[config.mk]
export PLATFORM = sky130hd
export DESIGN_NAME = idx_scatter_flat
export DESIGN_NICKNAME = d
export VERILOG_FILES = /design/src/rtl/idx_scatter_pkg.sv /design/src/rtl/idx_scatter_if.sv /design/src/rtl/idx_scatter_onehot.sv /design/src/rtl/idx_scatter.sv /design/src/flat_wrapper.sv
export SDC_FILE = /design/constraint.sdc
export NUM_CORES = 1
export LEC_CHECK = 0
export BUFFER_PORTS_ARGS = -buffer_cell sky130_fd_sc_hd__buf_2
export CAP_MARGIN = 20
export CORE_ASPECT_RATIO = 1.75
export CORE_MARGIN = 5
export CORE_UTILIZATION = 52
export DETAILED_ROUTE_END_ITERATION = 16
export PLACE_DENSITY_LB_ADDON = 0.08
export SLEW_MARGIN = 5
export SYNTH_ARGS = -nofsm -noshare
export SYNTH_HDL_FRONTEND = slang
export SYNTH_SLANG_ARGS = --single-unit
[constraint.sdc]
create_clock -name i_clk -period 1.9 [get_ports i_clk]
set_input_delay 0.285 -clock i_clk [delete_from_list [all_inputs] [get_ports i_clk]]
set_output_delay 0.285 -clock i_clk [all_outputs]
set_load 0.03 [all_outputs]
[src/rtl/idx_scatter_pkg.sv]
// idx_scatter shared types: FSM state encoding, entry limit, count width.
// clip_num saturates a raw 3-bit count to the entry limit.
package idx_scatter_pkg;

  localparam int MAX_ENTRIES = 4;
  localparam int CNT_W       = 3;
  localparam int PTR_W       = $clog2(MAX_ENTRIES);

  typedef logic [CNT_W-1:0] cnt_t;
  typedef logic [PTR_W-1:0] ptr_t;

  typedef enum logic [1:0] {
    ST_IDLE = 2'd0,
    ST_EMIT = 2'd1,
    ST_DONE = 2'd2
  } state_e;

  function automatic cnt_t clip_num(input cnt_t n);
    return (n > cnt_t'(MAX_ENTRIES)) ? cnt_t'(MAX_ENTRIES) : n;
  endfunction

endpackage

[src/rtl/idx_scatter_if.sv]
// idx_scatter bus: packed-list input stream, per-entry output stream, summary.
// master = list producer / entry consumer, slave = idx_scatter.
interface idx_scatter_if #(
  parameter int WIDTH = 4
);
  import idx_scatter_pkg::*;

  logic               i_valid;
  logic               o_ready;
  logic [WIDTH-1:0]   i_idx1;
  logic [WIDTH-1:0]   i_idx2;
  logic [WIDTH-1:0]   i_idx3;
  logic [WIDTH-1:0]   i_idx4;
  cnt_t               i_num;
  logic               o_valid;
  logic               i_ready;
  logic [WIDTH-1:0]   o_idx;
  logic               o_half;
  logic               o_last;
  logic               o_done;
  cnt_t               o_num_lo;
  cnt_t               o_num_hi;
  logic [2**WIDTH-1:0] o_mask;

  modport master (
    output i_valid, i_idx1, i_idx2, i_idx3, i_idx4,
    output i_num, i_ready,
    input  o_ready, o_valid, o_idx, o_half, o_last,
    input  o_done, o_num_lo, o_num_hi, o_mask
  );

  modport slave (
    input  i_valid, i_idx1, i_idx2, i_idx3, i_idx4,
    input  i_num, i_ready,
    output o_ready, o_valid, o_idx, o_half, o_last,
    output o_done, o_num_lo, o_num_hi, o_mask
  );

endinterface

[src/rtl/idx_scatter_onehot.sv]
// idx_onehot: WIDTH-bit index to 2**WIDTH one-hot decoder.
// Ports: idx_i index in, onehot_o decoded bit vector out.
module idx_onehot #(
  parameter int WIDTH = 4
) (
  input  logic [WIDTH-1:0]    idx_i,
  output logic [2**WIDTH-1:0] onehot_o
);

  localparam logic [2**WIDTH-1:0] ONE = {{(2**WIDTH-1){1'b0}}, 1'b1};

  assign onehot_o = ONE << idx_i;

endmodule

[src/rtl/idx_scatter.sv]
// idx_scatter: replays a packed 4-entry index list one entry per cycle,
// rebuilding per-half counts and occupancy mask. Ports: i_clk, i_rst_n, bus.
module idx_scatter
  import idx_scatter_pkg::*;
#(
  parameter int WIDTH = 4
) (
  input  logic         i_clk,
  input  logic         i_rst_n,
  idx_scatter_if.slave bus
);

  state_e              state_q;
  logic [WIDTH-1:0]    ent_q [MAX_ENTRIES];
  cnt_t                n_q;
  ptr_t                ptr_q;
  logic [2**WIDTH-1:0] mask_q;
  logic [2**WIDTH-1:0] mask_d;
  logic [2**WIDTH-1:0] oh;
  cnt_t                lo_q;
  cnt_t                hi_q;
  cnt_t                n_d;
  logic                emit;
  logic                last;
  logic [WIDTH-1:0]    cur_idx;

  assign emit    = (state_q == ST_EMIT);
  assign cur_idx = emit ? ent_q[ptr_q] : '0;
  assign last    = emit &&
                   ({1'b0, ptr_q} == n_q - cnt_t'(1));
  assign n_d     = clip_num(bus.i_num);
  assign mask_d  = mask_q | oh;

  idx_onehot #(
    .WIDTH (WIDTH)
  ) u_onehot (
    .idx_i    (cur_idx),
    .onehot_o (oh)
  );

  always_ff @(posedge i_clk or negedge i_rst_n) begin
    if (!i_rst_n) begin
      state_q <= ST_IDLE;
      for (int i = 0; i < MAX_ENTRIES; i++)
        ent_q[i] <= '0;
      n_q     <= '0;
      ptr_q   <= '0;
      mask_q  <= '0;
      lo_q    <= '0;
      hi_q    <= '0;
    end else begin
      unique case (state_q)
        ST_IDLE: begin
          if (bus.i_valid) begin
            ent_q[0] <= bus.i_idx1;
            ent_q[1] <= bus.i_idx2;
            ent_q[2] <= bus.i_idx3;
            ent_q[3] <= bus.i_idx4;
            n_q      <= n_d;
            ptr_q    <= '0;
            mask_q   <= '0;
            lo_q     <= '0;
            hi_q     <= '0;
            state_q  <= (n_d == '0) ? ST_DONE : ST_EMIT;
          end
        end
        ST_EMIT: begin
          if (bus.i_ready) begin
            mask_q <= mask_d;
            if (cur_idx[WIDTH-1])
              hi_q <= hi_q + cnt_t'(1);
            else
              lo_q <= lo_q + cnt_t'(1);
            ptr_q <= ptr_q + ptr_t'(1);
            if (last)
              state_q <= ST_DONE;
          end
        end
        ST_DONE: state_q <= ST_IDLE;
        default: state_q <= ST_IDLE;
      endcase
    end
  end

  assign bus.o_ready  = (state_q == ST_IDLE);
  assign bus.o_valid  = emit;
  assign bus.o_idx    = cur_idx;
  assign bus.o_half   = cur_idx[WIDTH-1];
  assign bus.o_last   = last;
  assign bus.o_done   = (state_q == ST_DONE);
  assign bus.o_num_lo = lo_q;
  assign bus.o_num_hi = hi_q;
  assign bus.o_mask   = mask_q;

endmodule

[src/flat_wrapper.sv]
// flat-port wrapper written by rule: the top's interface ports become plain ports
module idx_scatter_flat import idx_scatter_pkg::*;
#(
  parameter int WIDTH = 4
)
  (i_clk, i_rst_n, bus_i_valid, bus_i_idx1, bus_i_idx2, bus_i_idx3, bus_i_idx4, bus_i_num, bus_i_ready, bus_o_ready, bus_o_valid, bus_o_idx, bus_o_half, bus_o_last, bus_o_done, bus_o_num_lo, bus_o_num_hi, bus_o_mask);
  idx_scatter_if #(.WIDTH(WIDTH)) bus_i ();
  input  logic i_clk;
  input  logic i_rst_n;
  input wire logic [$bits(bus_i.i_valid)-1:0] bus_i_valid;
  input wire logic [$bits(bus_i.i_idx1)-1:0] bus_i_idx1;
  input wire logic [$bits(bus_i.i_idx2)-1:0] bus_i_idx2;
  input wire logic [$bits(bus_i.i_idx3)-1:0] bus_i_idx3;
  input wire logic [$bits(bus_i.i_idx4)-1:0] bus_i_idx4;
  input wire logic [$bits(bus_i.i_num)-1:0] bus_i_num;
  input wire logic [$bits(bus_i.i_ready)-1:0] bus_i_ready;
  output wire logic [$bits(bus_i.o_ready)-1:0] bus_o_ready;
  output wire logic [$bits(bus_i.o_valid)-1:0] bus_o_valid;
  output wire logic [$bits(bus_i.o_idx)-1:0] bus_o_idx;
  output wire logic [$bits(bus_i.o_half)-1:0] bus_o_half;
  output wire logic [$bits(bus_i.o_last)-1:0] bus_o_last;
  output wire logic [$bits(bus_i.o_done)-1:0] bus_o_done;
  output wire logic [$bits(bus_i.o_num_lo)-1:0] bus_o_num_lo;
  output wire logic [$bits(bus_i.o_num_hi)-1:0] bus_o_num_hi;
  output wire logic [$bits(bus_i.o_mask)-1:0] bus_o_mask;
  assign bus_i.i_valid = bus_i_valid;
  assign bus_i.i_idx1 = bus_i_idx1;
  assign bus_i.i_idx2 = bus_i_idx2;
  assign bus_i.i_idx3 = bus_i_idx3;
  assign bus_i.i_idx4 = bus_i_idx4;
  assign bus_i.i_num = bus_i_num;
  assign bus_i.i_ready = bus_i_ready;
  assign bus_o_ready = bus_i.o_ready;
  assign bus_o_valid = bus_i.o_valid;
  assign bus_o_idx = bus_i.o_idx;
  assign bus_o_half = bus_i.o_half;
  assign bus_o_last = bus_i.o_last;
  assign bus_o_done = bus_i.o_done;
  assign bus_o_num_lo = bus_i.o_num_lo;
  assign bus_o_num_hi = bus_i.o_num_hi;
  assign bus_o_mask = bus_i.o_mask;
  idx_scatter #(.WIDTH(WIDTH)) u_core (.i_clk(i_clk), .i_rst_n(i_rst_n), .bus(bus_i));
endmodule
After elaboration in Yosys (flattened, before gate mapping)
Cells that the tools add are included.
- add/sub/neg operators: 4
- order comparisons: 2
- equal/unequal tests: 8
- shifts and indexed selects: 1
- mux-type cells: 23
- bitwise gates (word level): 2
- reduce and logical (&&, ||, !) cells: 9
- operator list (cell ; count):
    2-to-1 mux 16 bit ; 2
    one-hot mux 16 bit (2 select lines) ; 1
    2-to-1 mux 3 bit ; 6
    OR 16 bit ; 1
    << shifter 1 x 4 -> 16 bit, first input constant ; 1
    2-to-1 mux 2 bit ; 6
    2-to-1 mux 4 bit ; 3
    one-hot mux 3 bit (2 select lines) ; 2
    inequality test 2 bit, second input constant ; 5
    binary-select mux 4 bit (select 2 bit) ; 1
    one-hot mux 2 bit (2 select lines) ; 2
    AND reduction 4 bit ; 2
    adder 3 x 1 -> 3 bit, second input constant ; 2
    AND reduction 3 bit ; 2
    equality test 2 x 3 -> 1 bit ; 1
    greater-or-equal comparator 3 bit, second input constant ; 1
    > comparator 3 bit, second input constant ; 1
    logical NOT 3 bit ; 1
    NOT 2 -> 3 bit ; 1
    subtractor 3 x 1 -> 3 bit, second input constant ; 1
    adder 2 x 1 -> 2 bit, second input constant ; 1
    equality test 2 x 1 -> 1 bit, second input constant ; 1
    equality test 2 bit, second input constant ; 1
    logical NOT 2 bit ; 1
    other kinds (3) ; 3
- bits in registers: 45
- word-level logic and storage cells: 59

Longest topological paths before layout
Gate-level depths: netlist of the first run.
- depth in word-level cells: 9
- mapped depth: 7

Modules after synthesis
A second synthesis of the first run with hierarchy kept.
- cell total of the unflattened synthesis: 194
- area total of the unflattened synthesis: 2280.9 sq um
- by module, submodules not included (module ; times used ; cells an instance ; area each (sq um) ; seq. area each (sq um)):
    idx_scatter ; 1 ; 174 ; 2054.5 ; 1126.1
    idx_onehot ; 1 ; 20 ; 226.5 ; 0.0

Least setup slack after synthesis of the first run
OpenSTA, ideal clock, no wires.
- path type: reg2out
- start point: register u_core.state_q[1]
- end point: output bus_o_idx[3]
- data arrival time: 1.483 ns
- required time: 1.615 ns
- path slack: 0.132 ns
- stages on the path, launching flop included: 6
- path buffers: 2
- cells stage by stage: dfrtp_1 > nand2b_1 > inv_1 > buf_2 > and2_2 > buf_4
- longest elaborated chain between the ends: 2
- ends and longest elaborated chain (what ; RTL line ; text):
    start, declared ; idx_scatter.sv:13 ; state_e state_q;
    start signal, assigned ; idx_scatter.sv:64 ; state_q <= (n_d == '0) ? ST_DONE : ST_EMIT;
    equality test 2 x 1 -> 1 bit ; idx_scatter.sv:27 ; assign emit = (state_q == ST_EMIT);
    via bus_o_valid ; flat_wrapper.sv:18 ; output wire logic [$bits(bus_i.o_valid)-1:0] bus_o_valid;
    2-to-1 mux 4 bit ; idx_scatter.sv:28 ; assign cur_idx = emit ? ent_q[ptr_q] : '0;
    end, declared ; flat_wrapper.sv:19 ; output wire logic [$bits(bus_i.o_idx)-1:0] bus_o_idx;
The timed path passes the listed nets, and every way through them passes these cells.

Final worst setup path of the first run
- start point: register u_core.ptr_q[0]
- end point: output bus_o_idx[2]
- longest elaborated chain between the ends: 5
- ends and longest elaborated chain (what ; RTL line ; text):
    start, declared ; idx_scatter.sv:16 ; ptr_t ptr_q;
    start signal, assigned ; idx_scatter.sv:74 ; ptr_q <= ptr_q + ptr_t'(1);
    NOT 2 -> 3 bit (not written as such) ; idx_scatter.sv:28 ;
    binary-select mux 4 bit (select 2 bit) ; idx_scatter.sv:28 ;
    2-to-1 mux 4 bit (not written as such) (2 in series) ; idx_scatter.sv:28 ;
    2-to-1 mux 4 bit ; idx_scatter.sv:28 ;
Every way passes these cells. The select of a mux whose other input is x is not followed.

==> metrics.md, run 1 <==
| Metric | Value |
|---|---|
| Power Density | `2063 nW/um^2` |
| Share of the synthesized area in the top cell type | `a little over half` |
| Seq cells post-synth | `45` |
| Max Cap Violations | `0` |
| Adder-cell area share of the yosys netlist | `about 1.8%` |
| Clock Latency Late Sink | `0.29 ns` |
| Vias in the first global route | `1,649` |
| Skew final | `between 0.008 and 0.009 ns` |
| Mux cell area share after synthesis | `6.647%` |
| Crit. End Element | `output port` |
| Simple-gate portion of the synthesized area | `21.84%` |
| Switching power | `about 0.0025 W` |
| Ports | `54` |
| Internal | `0.003264 W` |
| Largest family of logic cells by synthesized area | `simple AND/OR/NAND/NOR gates` |
| Final Worst Setup Slack | `0.04718 ns` |
| Sink Count | `45` |
| Cell leakage power | `1.474 nW` |
| Main synth FF type | `dfrtp_1` |
| Asr flop ratio synth | `100.0%` |
| Slew Limit Fails | `0` |
| Outcome | `complete, no violations` |
| Global route total overflow | `0` |
| Die ar. | `5478 um^2` |
| Compound-cell area share of the yosys netlist | `9.911%` |
| Post-Syn Area per Cell | `10.39 um^2` |
| Unique masters post-synth | `40` |
| Final Cycle Share | `97.52%` |
| Setup Total Neg Slack | `0 ns` |
| CP arrival | `1.57 ns` |
| GR Layer Usage met1 | `about a quarter` |
| Slew @ Worst Pin | `0.5119 ns` |
| Worst vdd ir | `between 1 and 1.5 mV` |
| Switching Fraction | `between 40% and 50%` |
| Post-Synthesis Cells | `slightly above 200` |
| Fillcell total | `313` |
| Cell area after layout | `2776 um^2` |
| Sequential cell area | `1129 um^2` |
| Area occupied by multi-input gates | `approximately 940 um^2` |
| Top Usage Layer GRT | `met2` |
| RSZ-0062 raised after global routing | `true` |
| Synth warn | `0` |
| Initial antenna violation count | `0` |
| DR pass1 iterations | `4` |
| Fin nets | `301` |
| Via/cell ratio | `5.324` |
| Root Buffer | `clkbuf_8` |
| First-pass GRT wire length | `7900 um` |
| Reg2reg path depth | `5` |
| Slew headroom | `65.88%` |
| Die W | `a little under 60 um` |
| Total chip power | `0.005728 W` |
| Logic pwr share | `58.6%` |
| Syn_nets | `229` |
| Worst slack at placement | `0.1047 ns` |
| Fin crit period | `1.853 ns` |
| GR Util met3 | `3.439%` |
| Total global-route track usage | `18.61%` |
| CTS Buffer Depth | `2` |
| Post-route insts no fill | `324` |
| Post-synthesis sequential area ratio | `53.41%` |
| Met2 usage | `31.79%` |
| Area delta synth->final | `31.69%` |
| Detail Route Antenna Nets | `0` |
| Row count | `30` |
| Mapped cell area | `2108 um^2` |
| Cell taking the most area after synthesis | `dfrtp_1` |
| # port buffers | `53` |
| Core ar. | `between 3000 and 4000 um^2` |
| Top cells by count, synth | `54 x nand2_1, 45 x dfrtp_1, 16 x nor2_1` |
| Hold WC Path Type | `primary input to flip-flop` |
| Final setup violation count | `0` |
| Sequential share of power | `28.5%` |
| Synth area leaders | `dfrtp_1 53%, nand2_1 9.6%, nor2_1 2.8%` |
| Worst Setup Path Type | `flip-flop to output port` |
| CTS Buf Count | `5` |
| Pin count of the biggest net entering global routing | `26` |
| Most instantiated library cell after synthesis | `nand2_1` |
| Critical Path RT | `1.62 ns` |
| F_max | `539.7 MHz` |
| Number of synthesized flops with an enable pin | `0` |
| Htree depth | `2` |
| Starting Density | `54.01%` |
| Share of cells above drive strength 1 | `40.58%` |
| DR WL/cell | `15.10 um` |
| CP Max Fanout | `4` |
| CTS tree | `yes` |
| Via count | `between 1,500 and 2,000` |
| Gpl congestion | `between 0.8 and 0.9` |
| Element type at the critical path start | `flip-flop` |
| Post-place instance area | `2445 um^2` |
| Xor/xnor share of the synthesized area | `approximately 2.1%` |
| Initial DRC Count | `32` |
| Post-Route WL | `4892 um` |
| Ant diodes | `0` |
| Residual DRC count | `0` |
| Dpl cells | `301` |
| WHS Path Cells | `3` |
| Clock share of power | `between 10% and 20%` |
| Endpoints failing hold | `0` |
| CTS clk-pin slew, worst paths | `approximately 0.090 ns` |
| Chip Height | `~94 um` |
| Post-DP HPWL | `3400 um` |
==> cells in the final DEF, fill, tap and decap left out, drive strengths merged, types with 2 or more instances in the layout <==
cell type  instances
a32o               4
buf               76
ha                 3
nor3b              2
a21oi             11
and2               5
mux2i              2
nand2             54
clkbuf             6
nand2b             2
xor2               3
clkinvlp           2
and3               3
inv                5
dfrtp             45
mux4               4
mux2               2
o21ai              4
nor2              16
xnor2              2
nor3               4
nand3b             3
nand3              2
a22o               4
==> layout make-up <==
cell class / count / share of cell area, %
timing repair buffer: 77 / 17.98
sequential: 45 / 40.65
clock inverter: 2 / 1.352
clock buffer: 6 / 2.974
inverter: 6 / 0.9464
multi-input combinational: 140 / 33.93
tap: 48 / 2.163
==> state kept, by name, summed over array words and instances (netlist names) <==
name / count
u_core.bus.o_mask: 16
u_core.ent_q: 16
u_core.bus.o_num_hi: 3
u_core.bus.o_num_lo: 3
u_core.n_q: 3
u_core.ptr_q: 2
u_core.state_q: 2
==> critical path: stages (launching register included) <==
cell and delay [ns]:
dfrtp_2 0.43, mux4_2 0.55, and2_4 0.16, buf_6 0.13
==> power groups by stage <==
stage,combinational (W),sequential [W],clock (W)
3_3_place_gp,0.00259,0.00163,0
6_report,0.00335,0.00163,0.000738
5_1_grt,0.00361,0.00169,0.000793
3_5_place_dp,0.00263,0.00165,0
4_1_cts,0.00288,0.00163,0.000757
2_1_floorplan,0.00171,0.00189,0
==> routing by layer <==
metal | share of wire [%] | wire [um]
met3 | 6.7 | 327
met5 | 0 | 0
met2 | 53 | 2583
met4 | 2.9 | 140
met1 | 38 | 1841
==> final timing paths <==
kind                                                            to                         start  slack (ns)
worst max-delay path                                  bus_o_idx[2]   u_core.ptr_q[0]$_DFFE_PN0P_        0.05
worst min-delay path                   u_core.ent_q[8]$_DFFE_PN0P_                 bus_i_idx2[0]        0.18
worst max register to register    u_core.bus.o_mask[7]$_DFFE_PN0P_   u_core.ptr_q[0]$_DFFE_PN0P_        0.06
worst min register to register        u_core.ent_q[11]$_DFFE_PN0P_  u_core.ent_q[11]$_DFFE_PN0P_        0.48
max in group asynchronous              u_core.ent_q[6]$_DFFE_PN0P_                       i_rst_n        0.91
min in group asynchronous       u_core.bus.o_num_hi[1]$_DFFE_PN0P_                       i_rst_n        0.49
==> metrics by stage <==
step | hold WS [ns] | utilization [%]
finish | 0.1795 | 71.12
CTS | 0.1719 | 67.40
floorplan | -0.01059 | -
global placement | 0.2843 | 62.63
global route | 0.1776 | 71.12
detailed placement | 0.2872 | 62.63
==> what timing repair did <==
action,CTS,global route
setup buffers,7,6
gates cloned,0,1
resized for setup,7,27
endpoints found under the setup margin,5,15
endpoints found under the hold margin,21,0
pin swaps,0,9
hold buffers,1,0
==> kinds of logic (layout without fill, tap and decap cells) <==
kind of cell               Yosys count  count (layout)
and+or+nand+nor                     96              96
adders and majority gates            3               3
DFF                                 45              45
muxes                                8               8
xor gates and xnor gates             5               5
buffers and inverters               18              91
AOI/OAI and AO/OA                   28              28
Power figures use the tool's default switching activity.
==> run 2: changes to the inputs <==
CORE_MARGIN = 4   (was 5)
==> run 2 against run 1 <==
Net effect:
- critical path depth unchanged
- clock power down 24%
- sequential power about the same
- sequential cell count unchanged
- power down 9.3%
- setup slack worse by 0.028 ns
- largest cell class unchanged
==> metrics.md, run 2 (synthesized netlist as in run 1, its figures left out) <==
| Metric | Value |
|---|---|
| Outcome | `complete, no violations` |
| Hold WC Path Type | `primary input to flip-flop` |
| Crit. End Element | `output port` |
| Post-DP HPWL | `3512 um (+3.3%)` |
| Worst R2R Setup Slack | `0.08 ns (+0.02 ns)` |
| Fillcell total | `351 (+12%)` |
| Ant diodes | `0 (unchanged)` |
| Slew headroom | `65.13% (-0.74 points)` |
| Reg2reg path depth | `6 (+1)` |
| Chip Height | `92.23 um (-2.1%)` |
| Initial antenna violation count | `0 (unchanged)` |
| Most frequent cells in the layout | `54 x nand2_1, 48 x buf_2, 43 x dfrtp_1` |
| Detail Route Antenna Nets | `0 (unchanged)` |
| CTS clk-pin slew, worst paths | `0.08 ns (about the same)` |
| Via count | `1,645 (-4.6%)` |
| Critical Path RT | `1.62 ns (about the same)` |
| Sink Count | `45 (unchanged)` |
| DR WL/cell | `14.96 um (-0.95%)` |
| Via/cell ratio | `5.189 (-2.5%)` |
| First-pass GRT wire length | `8017 um (+1.5%)` |
| Gpl congestion | `0.8484 (+2.5%)` |
| Slew @ Worst Pin | `0.5230 ns (+0.01112 ns)` |
| Endpoints failing hold | `0 (unchanged)` |
| Worst Setup Path Type | `flip-flop to output port` |
| Cell area after layout | `2621 um^2 (-5.6%)` |
| Row count | `30 (unchanged)` |
| Worst r2r src | `u_core.ptr_q[1]$_DFFE_PN0P_` |
| Fin nets | `294 (-2.3%)` |
| CP Max Fanout | `5 (+1)` |
| Worst slack at placement | `0.1243 ns (+0.01965 ns)` |
| CP arrival | `1.60 ns (+0.03 ns)` |
| Worst path top cell family by delay | `multiplexers` |
| Global route total overflow | `0 (unchanged)` |
| Skew final | `0.006325 ns (-0.002176 ns)` |
| CTS Buf Count | `5 (unchanged)` |
| Post-route insts no fill | `317 (-2.2%)` |
| Core ar. | `3904 um^2 (unchanged)` |
| Residual DRC count | `0 (unchanged)` |
| Slowest cell on crit path | `mux4_2` |
| Element type at the critical path start | `flip-flop` |
| Ports | `54 (unchanged)` |
| Starting Density | `54.01% (unchanged)` |
| DR pass1 iterations | `4 (unchanged)` |
| Final Worst Setup Slack | `0.01935 ns (-0.02783 ns)` |
| Max Cap Violations | `0 (unchanged)` |
| Post-place instance area | `2445 um^2 (unchanged)` |
| Final setup violation count | `0 (unchanged)` |
| Beginning of the critical path | `u_core.ptr_q[0]$_DFFE_PN0P_` |
| Dpl cells | `301 (unchanged)` |
| F_max | `531.7 MHz (-1.5%)` |
| Worst vdd ir | `1.260 mV (-2.9%)` |
| RSZ-0062 raised after global routing | `true` |
| CTS tree | `yes` |
| Share of cells above drive strength 1 | `37.17% (-3.4 points)` |
| Clock Latency Late Sink | `0.29 ns (about the same)` |
| Die W | `56.13 um (-3.4%)` |
| Die ar. | `5177 um^2 (-5.5%)` |
| Capturing point of the worst reg2reg path | `u_core.bus.o_mask[4]$_DFFE_PN0P_` |
| # port buffers | `53 (unchanged)` |
| Fin crit period | `1.881 ns (+0.02783 ns)` |
| Commonest non-fill, non-tap cell in the layout | `nand2_1` |
| Final Cycle Share | `98.98% (+1.5 points)` |
| CP Depth | `3 (unchanged)` |
| Slew Limit Fails | `0 (unchanged)` |
| Cells along the critical path | `mux4_2 > and2_4 > buf_6` |
| Crit path capture | `bus_o_idx[2]` |
| Pin count of the biggest net entering global routing | `28 (+7.7%)` |
| Slowest cell delay on critical path | `0.56 ns (about the same)` |
| Total global-route track usage | `19.53% (+0.92 points)` |
| Cell leakage power | `1.421 nW (-3.6%)` |
| Initial DRC Count | `57 (+78%)` |
| Power Density | `1983 nW/um^2 (-3.9%)` |
| Post-Route WL | `4741 um (-3.1%)` |
| Htree depth | `2 (unchanged)` |
| Root Buffer | `clkbuf_8` |
| CTS Buffer Depth | `2 (unchanged)` |
| Vias in the first global route | `1,684 (+2.1%)` |
| Buffer and inverter count on the worst path | `1 (unchanged)` |
| Area delta synth->final | `24.33%` |
[run 2: changes by cell type in the layout (fill, tap and decap cells not counted), sizes merged]
cell / previous run / this run
buf: 76 / 69
inv: 5 / 6
bufinv: 1 / 0
clkinv: 0 / 2
clkinvlp: 2 / 0
[run 2: stage by stage]
stage / TNS (ns) / hold slack (ns) / total power [W] / util [%]
6_report: 0 / 0.1766 / 0.005197 / 67.15
3_5_place_dp: 0 / 0.2852 / 0.004275 / 62.63
5_1_grt: -0.09683 / 0.1748 / 0.005588 / 67.15
4_1_cts: -0.01932 / 0.1675 / 0.005020 / 65.87
3_3_place_gp: 0 / 0.2912 / 0.004216 / 62.63
2_1_floorplan: 0 / -0.01059 / 0.003594 / -
[run 2: tightest hold or removal path: cells and delay by family]
family | cells | cell delay (ns)
buffers and inverters | 1 | 0.07
and+or+nand+nor | 2 | 0.08
[run 2: worst min path at each step]
stage / cells past startpoint / slack [ns] / from / to
global route: 3 / 0.17 / bus_i_idx3[3] / u_core.ent_q[7]$_DFFE_PN0P_
detailed placement: 1 / 0.29 / i_rst_n / u_core.bus.o_num_hi[1]$_DFFE_PN0P_
global placement: 1 / 0.29 / i_rst_n / u_core.bus.o_num_hi[1]$_DFFE_PN0P_
finish: 3 / 0.18 / bus_i_idx4[1] / u_core.ent_q[1]$_DFFE_PN0P_
floorplan: 0 / -0.01 / i_rst_n / u_core.bus.o_mask[0]$_DFFE_PN0P_
CTS: 3 / 0.17 / bus_i_idx1[1] / u_core.ent_q[13]$_DFFE_PN0P_
[run 2: final cells by class]
| cell class | count | area, um^2 | share of cell area (%) |
|---|---|---|---|
| flip-flops and latches | 45 | 1129 | 43.05 |
| multi-input cells | 140 | 892.1 | 34.03 |
| repair buffers | 70 | 435.4 | 16.61 |
| clock buffers | 6 | 72.57 | 2.769 |
| well taps | 48 | 60.06 | 2.291 |
| inverters | 6 | 22.52 | 0.8592 |
| clock inverters | 2 | 10.01 | 0.3819 |
[run 2: timing repair]
action	in CTS	in global routing
hold buffers	1	0
endpoints found under the setup margin	5	8
buffers inserted	4	3
endpoints found under the hold margin	21	0
resized for setup	7	16
pin swaps	0	5
[run 2: layer usage]
metal  global-route usage, %  part of all wire, %  up-vias  wire length, um
li1                        -                    -      813                -
met1                   23.22                   40      782             1895
met2                   34.08                   54       46             2548
met3                   4.225                  5.0        4              237
met4                   7.129                  1.3        0               60
met5                       0                    0        -                0
[run 2: power breakdown]
group	internal, W	switching, W
clock	0.000255	0.000307
combinational	0.00125	0.00174
sequential	0.00136	0.000284
==> run 3: changes to the inputs <==
SETUP_SLACK_MARGIN = 0.15   (was not set)
==> run 3 against run 2 <==
Net effect:
- the flow now finishes with violations (setup timing)
- final area grew 7.3%
- register-to-register slack lost 0.04 ns
- critical path depth increased by 1
- global-route usage grew 0.50 points
- fmax down 1.7%
- sequential share of layout area fell by 2.9 points
- die area did not move
- largest cell class unchanged
==> metrics.md, run 3 (synthesized netlist as in run 1, its figures left out) <==
| Metric | Value |
|---|---|
| CTS clk-pin slew, worst paths | `0.09 ns (about the same)` |
| Post-Route WL | `4744 um (about the same)` |
| Fin nets | `294 (unchanged)` |
| Share of cells above drive strength 1 | `42.38% (+5.2 points)` |
| Residual DRC count | `0 (unchanged)` |
| Skew final | `0.008670 ns (+0.002345 ns)` |
| Ports | `54 (unchanged)` |
| Global route total overflow | `0 (unchanged)` |
| Total global-route track usage | `20.03% (+0.50 points)` |
| Max Used Layer | `met4` |
| Pin count of the biggest net entering global routing | `26 (-7.1%)` |
| Via count | `1,662 (+1.0%)` |
| Critical Path RT | `1.62 ns (about the same)` |
| CTS Buffer Depth | `2 (unchanged)` |
| Slew @ Worst Pin | `0.5486 ns (+0.02559 ns)` |
| Post-DP HPWL | `3396 um (-3.3%)` |
| Die W | `56.13 um (unchanged)` |
| Crit. End Element | `output port` |
| Worst Setup Path Type | `flip-flop to output port` |
| Clock Latency Late Sink | `0.30 ns (about the same)` |
| CTS Buf Count | `5 (unchanged)` |
| CP arrival | `1.63 ns (+0.03 ns)` |
| RSZ-0062 raised after global routing | `true` |
| Outcome | `finished, violations left` |
| Failing checks | `setup timing` |
| Detail Route Antenna Nets | `0 (unchanged)` |
| Fin crit period | `1.914 ns (+0.03308 ns)` |
| Commonest non-fill, non-tap cell in the layout | `nand2_1` |
| DR WL met2 | `2601 um (+2.1%)` |
| Most frequent cells in the layout | `54 x nand2_1, 47 x buf_2, 43 x dfrtp_1` |
| Capturing point of the worst reg2reg path | `u_core.bus.o_mask[0]$_DFFE_PN0P_` |
| Slew headroom | `63.43% (-1.7 points)` |
| CP Max Fanout | `2 (-3)` |
| Cells along the critical path | `mux4_2 > buf_6 > and2_4 > buf_6` |
| Starting Density | `54.01% (unchanged)` |
| Critical path's most frequent cell | `buf_6` |
| Max Cap Violations | `0 (unchanged)` |
| Sink Count | `45 (unchanged)` |
| Routed met3 length | `259 um (+9.3%)` |
| Slowest cell delay on critical path | `0.53 ns (-0.03 ns)` |
| Worst vdd ir | `1.107 mV (-12%)` |
| Ant diodes | `0 (unchanged)` |
| Finished Core Util | `72.05% (+4.9 points)` |
| Die ar. | `5177 um^2 (unchanged)` |
| Worst r2r src | `u_core.ptr_q[1]$_DFFE_PN0P_` |
| Initial antenna violation count | `0 (unchanged)` |
| Final Cycle Share | `100.7% (+1.7 points)` |
| F_max | `522.5 MHz (-1.7%)` |
| Worst R2R Setup Slack | `0.04 ns (-0.04 ns)` |
| Power Density | `2083 nW/um^2 (+5.1%)` |
| Final setup violation count | `2 (+2)` |
| Element type at the critical path start | `flip-flop` |
| Gpl congestion | `0.8566 (+0.97%)` |
| Wl on met1 | `1812 um (-4.4%)` |
| # port buffers | `53 (unchanged)` |
| DR WL/cell | `14.97 um (about the same)` |
| Vias in the first global route | `1,710 (+1.5%)` |
| Hold WC Path Type | `primary input to flip-flop` |
| Via/cell ratio | `5.243 (+1.0%)` |
| Cell leakage power | `1.459 nW (+2.6%)` |
| Worst hold margin | `0.1656 ns (-0.01100 ns)` |
| Crit path capture | `bus_o_half` |
| First-pass GRT wire length | `8197 um (+2.2%)` |
| Slowest cell on crit path | `mux4_2` |
| CTS tree | `yes` |
| Area delta synth->final | `33.41%` |
| Reg2reg path depth | `7 (+1)` |
| Root Buffer | `clkbuf_8` |
| Slew Limit Fails | `0 (unchanged)` |
| Beginning of the critical path | `u_core.ptr_q[1]$_DFFE_PN0P_` |
| Endpoints failing hold | `0 (unchanged)` |
| Row count | `30 (unchanged)` |
| Htree depth | `2 (unchanged)` |
| Chip Height | `92.23 um (unchanged)` |
| Core ar. | `3904 um^2 (unchanged)` |
| DR pass1 iterations | `4 (unchanged)` |
| Final Worst Setup Slack | `-0.01373 ns (-0.03308 ns)` |
| Initial DRC Count | `19 (-67%)` |
## run 3: cell types whose count changed in the layout (fill, tap and decap cells not counted), moves of 5 or more
cell and delta:
buf_4 -7, a21oi_2 +6, a21oi_1 -6, buf_6 +5
## run 3: metal layers
layer | up-vias | track usage [%]
met5 | - | 0
met4 | 0 | 6.733
met3 | 6 | 4.507
met2 | 57 | 35.06
met1 | 786 | 23.89
li1 | 813 | -
## run 3: final cells by class
class / instances / area, um^2
clock buffers: 5 / 68.82
clock inverters: 3 / 46.29
fillers: 300 / 1091
inverters: 6 / 22.52
multi-input cells: 140 / 984.7
flip-flops and latches: 45 / 1129
well taps: 48 / 60.06
repair buffers: 70 / 501.7
## run 3: stage by stage
| stage | cell area [um^2] | setup slack [ns] | setup TNS [ns] | instances | power, W |
|---|---|---|---|---|---|
| 6_report | 2813 | -0.01373 | -0.02606 | 317 | 0.005858 |
| 5_1_grt | 2813 | -0.07385 | -0.3724 | 317 | 0.006255 |
| 3_5_place_dp | 2464 | 0.1016 | 0 | 300 | 0.004354 |
| 2_1_floorplan | 2110 | 0.1902 | 0 | 203 | 0.003606 |
| 3_3_place_gp | 2464 | 0.1397 | 0 | 300 | 0.004303 |
| 4_1_cts | 2755 | -0.02585 | -0.05164 | 317 | 0.005709 |
## run 3: repair_timing
item	in CTS	in global routing
setup buffers	7	0
pin swaps	9	4
gates resized for setup	31	13
cloned	1	0
endpoints found under the setup margin	19	28
hold buffers	1	0
hold endpoints to repair	23	0
## run 3: power by group
group / switching, W / leakage, nW / total, W / internal (W)
Sequential: 0.000297 / 0.581 / 0.00166 / 0.00136
Combinational: 0.00192 / 0.823 / 0.00348 / 0.00156
Clock: 0.000330 / 0.0543 / 0.000723 / 0.000394
## run 3: worst min-delay path by stage
stage,from,to,slack [ns],cells after the start
final,bus_i_idx4[1],u_core.ent_q[1]$_DFFE_PN0P_,0.17,3
after global routing,bus_i_idx4[1],u_core.ent_q[1]$_DFFE_PN0P_,0.15,3
after CTS,bus_i_idx2[1],u_core.ent_q[9]$_DFFE_PN0P_,0.16,3
after detailed placement,i_rst_n,u_core.bus.o_num_hi[1]$_DFFE_PN0P_,0.30,1
after global placement,i_rst_n,u_core.bus.o_num_hi[1]$_DFFE_PN0P_,0.30,1
after floorplan,i_rst_n,u_core.bus.o_mask[0]$_DFFE_PN0P_,-0.01,0
## run 3: critical path, delay by kind of cell (launching register included)
family	cells	cell delay, ns
muxes	1	0.53
and+or+nand+nor	1	0.16
buffers and inverters	2	0.27
DFF	1	0.37
